**src/rtl/binary_frame_writer.sv**
```systemverilog
`default_nettype none
// ============================================================================
//  Module      : binary_frame_writer
//  Description : Thresholds streaming 8-bit luminance into a 1-bit frame buffer
//                (1 = white) and hands each complete frame to the finder.
//                Optional hysteresis band: BINARY_FRAME_WRITER_HYST_EN.
//  Revision    : 1.0 - initial release
// ============================================================================
module binary_frame_writer #(
    parameter int         WIDTH     = 640,
    parameter int         HEIGHT    = 480,
    parameter logic [7:0] THRESHOLD = 8'd128,
    parameter logic [7:0] HYST      = 8'd8
) (
    input  logic        clk_in,
    input  logic        rst_in,
    input  logic [7:0]  pixel_in,
    input  logic        pixel_valid_in,
    input  logic        frame_start_in,
    input  logic        finder_done_in,
    output logic [19:0] write_address,
    output logic        write_data,
    output logic        write_enable,
    output logic        start_finder,
    output logic        frame_busy
);

`ifdef BINARY_FRAME_WRITER_HYST_EN
    localparam bit c_hyst_en = 1'b1;
`else
    localparam bit c_hyst_en = 1'b0;
`endif

    localparam logic [9:0]        c_x_last = 10'(WIDTH - 1);
    localparam logic [8:0]        c_y_last = 9'(HEIGHT - 1);
    localparam logic signed [9:0] c_hyst   = $signed({2'b00, HYST});

    typedef enum logic [1:0] {
        WAIT_FRAME = 2'd0,
        CAPTURE    = 2'd1,
        HANDOFF    = 2'd2,
        HOLD       = 2'd3
    } state_t;

    state_t      r_state, w_state_next;
    logic [9:0]  r_x, w_x_next;
    logic [8:0]  r_y, w_y_next;
    logic [19:0] r_addr, w_addr_next;   // address the next accepted pixel lands on
    logic [19:0] w_wr_addr_next;
    logic        w_wr_data_next, w_wr_en_next, w_start_next, w_busy_next;

    logic signed [9:0] w_diff;
    logic              w_in_band, w_row_start, w_plain_bit, w_bit, w_accept_start;

    // One guard bit beyond 9 keeps the signed difference free of wraparound
    // for any THRESHOLD value.
    assign w_diff         = $signed({2'b00, pixel_in}) - $signed({2'b00, THRESHOLD});
    assign w_in_band      = (w_diff <= c_hyst) && (w_diff >= -c_hyst);
    assign w_row_start    = frame_start_in || (r_x == 10'd0);
    assign w_plain_bit    = (pixel_in >= THRESHOLD);
    assign w_bit          = (c_hyst_en && w_in_band && !w_row_start) ? write_data : w_plain_bit;
    assign w_accept_start = pixel_valid_in && frame_start_in;

    always_comb begin
        w_state_next   = r_state;
        w_x_next       = r_x;
        w_y_next       = r_y;
        w_addr_next    = r_addr;
        w_wr_addr_next = write_address;
        w_wr_data_next = write_data;
        w_wr_en_next   = 1'b0;
        w_start_next   = 1'b0;
        w_busy_next    = frame_busy;

        case (r_state)
            WAIT_FRAME, CAPTURE: begin
                if (w_accept_start) begin
                    w_wr_en_next   = 1'b1;
                    w_wr_addr_next = 20'd0;
                    w_wr_data_next = w_bit;
                    w_x_next       = 10'd1;
                    w_y_next       = 9'd0;
                    w_addr_next    = 20'd1;
                    w_state_next   = CAPTURE;
                end else if ((r_state == CAPTURE) && pixel_valid_in) begin
                    w_wr_en_next   = 1'b1;
                    w_wr_addr_next = r_addr;
                    w_wr_data_next = w_bit;
                    w_addr_next    = r_addr + 20'd1;
                    w_x_next       = r_x + 10'd1;
                    if (r_x == c_x_last) begin
                        w_x_next = 10'd0;
                        w_y_next = r_y + 9'd1;
                        if (r_y == c_y_last) begin
                            w_y_next     = 9'd0;
                            w_addr_next  = 20'd0;
                            w_state_next = HANDOFF;
                        end
                    end
                end
            end
            HANDOFF: begin
                w_start_next = 1'b1;
                w_busy_next  = 1'b1;
                w_state_next = HOLD;
            end
            HOLD: begin
                if (finder_done_in) begin
                    w_busy_next  = 1'b0;
                    w_state_next = WAIT_FRAME;
                end
            end
            default: w_state_next = WAIT_FRAME;
        endcase
    end

    always_ff @(posedge clk_in) begin
        if (rst_in) begin
            r_state       <= WAIT_FRAME;
            r_x           <= 10'd0;
            r_y           <= 9'd0;
            r_addr        <= 20'd0;
            write_address <= 20'd0;
            write_data    <= 1'b0;
            write_enable  <= 1'b0;
            start_finder  <= 1'b0;
            frame_busy    <= 1'b0;
        end else begin
            r_state       <= w_state_next;
            r_x           <= w_x_next;
            r_y           <= w_y_next;
            r_addr        <= w_addr_next;
            write_address <= w_wr_addr_next;
            write_data    <= w_wr_data_next;
            write_enable  <= w_wr_en_next;
            start_finder  <= w_start_next;
            frame_busy    <= w_busy_next;
        end
    end

endmodule
`default_nettype wire

```
**config.mk**
```make
export PLATFORM = sky130hd
export DESIGN_NAME = binary_frame_writer
export DESIGN_NICKNAME = d
export VERILOG_FILES = /design/src/rtl/binary_frame_writer.sv
export SDC_FILE = /design/constraint.sdc
export NUM_CORES = 1
export LEC_CHECK = 0
export CAP_MARGIN = 20
export CORE_UTILIZATION = 30
export DETAILED_ROUTE_END_ITERATION = 7
export PLACE_DENSITY = 0.58
export REMOVE_ABC_BUFFERS = 1
export SYNTH_ARGS = -nofsm -noshare
export SYNTH_HDL_FRONTEND = slang
export SYNTH_SLANG_ARGS = --single-unit
```
**constraint.sdc**
```tcl
create_clock -name clk_in -period 4.4 [get_ports clk_in]
set_input_delay 0.44 -clock clk_in [delete_from_list [all_inputs] [get_ports clk_in]]
set_output_delay 0.44 -clock clk_in [all_outputs]
set_load 0.02 [all_outputs]
```
==> flow_summary.toml <==
[place]
place_inst = 491
io_buffers = 29
post-dp-hpwl_um = 4318
gp_congestion = 0.7811

[synthesis]
async_flop_share_pct = 0
synth_common_cells = "dfxtp_1 (65), nor2_1 (41), nand2_1 (40)"
synth_top_family_by_area = "simple AND/OR/NAND/NOR gates"
synth_adder_area_share_pct = 1.275
synth_area_mm2 = 0.002944
syn_avg_cell_area_um2 = 8.460
yosysMostFrequentCell = "dfxtp_1"
yosys.area_share.simple_pct = 33.15
synth_edf_count = 0
synth_cell_type_count = 44
synth-seq-area-share_pct = 44.20
synthMuxAreaShare_pct = 0
synth_warnings = 0
syn_inst = 348
yosysTopAreaCell = "dfxtp_1"
ys_top_cells_by_area = "dfxtp_1 (44%), xor2_1 (5.9%), a21oi_1 (5.6%)"
synth_ff_type = "dfxtp_1"
synth_xor_area_share_pct = 7.735
netlist.area_leader.share_pct = 44.20
synth-compound-area-share_pct = 10.28
synth.ff_latch_count = 65

[routing]
ant_nets = 0
avgRoutedWirePerCell_um = 12.72
via_per_inst = 4.832
drc = 0
first_pass_iters = 4
drt_wl_total_um = 6447
met3_length_um = 247
wl_met2_um = 2762
num_vias = 2450
wl_met1_um = 3323
maxUsedRoutingLayer = "met4"
drt_iter0_drc = 114

[floorplanning]
initial_core_util_pct = 31.42
ios = 37
row_count = 35
die_w_um = 101.1
die-area_mm2 = 0.01021
die_y_um = 101.1
core-area_mm2 = 0.009371

[clock_network]
clk_path_buf_depth = 2
ctsHoldBuffers = 0
numCtsBuffers = 9
cts_sinks = 65
post_cts_resized = 0
htree_levels = 3
cts_root_buf = "clkbuf_8"
clkTransAtPathRegs_ns = 0.07
cts_setup_buffers = 0
cts_tree = "built"
clock_latency_ns = 0.35

[finish]
utilization_pct = 38.06
insertedDiodeCount = 0
drive_gt1_share_pct = 9.259
syn_to_final_growth_pct = 21.16
layout.nets = 389
layoutNonFillerInstCount = 507

[grt]
antenna_found_initial = 0
grt_pass1_vias = 2349
track_usage_pct = 14.05
grt_pass1_wl_um = 11230
grt_max_degree = 37
overflow = 0

[critical_path]
path_class = "primary input to flop"
critical_path.max_fanout = 36
cp_data_arrival_time_ns = 2.45
end_kind = "flop"
crit_path_start_kind = "primary input"
cp.required_ns = 4.68

[pwr]
powerDensity_mw_per_mm2 = 338.6
p_leak_nw = 1.235
vdd_ir_drop_max_mv = 0.1964

[outcome]
status = "complete, no violations"

[timing]
period_share_pct = 49.21
period_needed_ns = 2.165
fmax_ghz = 0.4619
fin_setup_tns_ns = 0
setup_violations = 0
rsz0062_at_grt = "false"
whs_ns = 0.4491
finalClockSkew_ns = 0.005636
slew_headroom_pct = 40.02
final-hold-violation-count = 0
worst_pin_slew_ns = 0.8928
drv_slew = 0

[worst_hold_path]
min_path_type = "flop to flop"

[job]
cap_violations = 0
[layer usage]
metal / GRT usage (%) / up-vias
met1: 18.73 / 1135
met3: 4.369 / 9
met5: 0 / -
li1: - / 1265
met4: 5.351 / 0
met2: 21.14 / 41
[sequential cells by signal, summed over array words and instances, names as in the netlist]
register	count
r_addr	20
r_y	9
write_enable	1
start_finder	1
write_data	1
r_state	2
frame_busy	1
r_x	10
write_address	20
[cell families after synthesis]
family,count (synthesis)
compound gates,51
buf+inv,23
simple gates,180
flops,65
fa+ha+maj,3
xor+xnor,26
[layout by cell type (no fill, tap or decap), types with 4 or more instances in the layout]
cell / n
nor3_1: 15
clkdlybuf4s50_1: 29
xor2_1: 20
and3_1: 5
nand3b_1: 19
and2_1: 4
buf_4: 6
nand4_1: 12
nor2_1: 40
nand3_1: 20
xnor2_1: 6
a21oi_1: 33
clkbuf_8: 12
o21ai_0: 6
dfxtp_1: 65
nand2_1: 40
[area by class of cell]
class,instances,area (µm²)
inverter,2,7.507
fill,1007,5804
tap,129,161.4
clock buffer,12,165.2
timing repair buffer,35,335.3
clock inverter,4,50.05
multi-input combinational,260,1546
sequential,65,1301
[critical path, stage by stage]
cell,delay (ns)
clkdlybuf4s50_1,0.58
nand2b_4,0.10
or2_2,0.58
or4_1,0.58
a21oi_1,0.16
[through the flow]
stage          total power, mW  area (µm²)  setup WS [ns]
6_report                 1.208        3567          2.235
5_1_grt                  1.256        3567          2.134
4_1_cts                  1.223        3567          2.218
3_5_place_dp            0.6783        3352          1.871
3_3_place_gp            0.6772        3352          1.892
2_1_floorplan           0.6434        2853          1.797
[worst paths after layout]
kind	start	to	slack, ns	cells after the start
worst min register to register	write_address[5]	write_address[5]	0.45	2
worst max-delay path	pixel_valid_in	r_x[6]	2.23	5
worst max register to register	r_x[0]	r_y[4]	2.39	6
worst min-delay path	write_address[5]	write_address[5]	0.45	2
[report_power, final]
part / switching, mW / internal [mW]
logic: 0.0447 / 0.0216
clock network: 0.237 / 0.307
registers: 0.00466 / 0.593
Note: power is estimated with default switching activity, not from simulation.
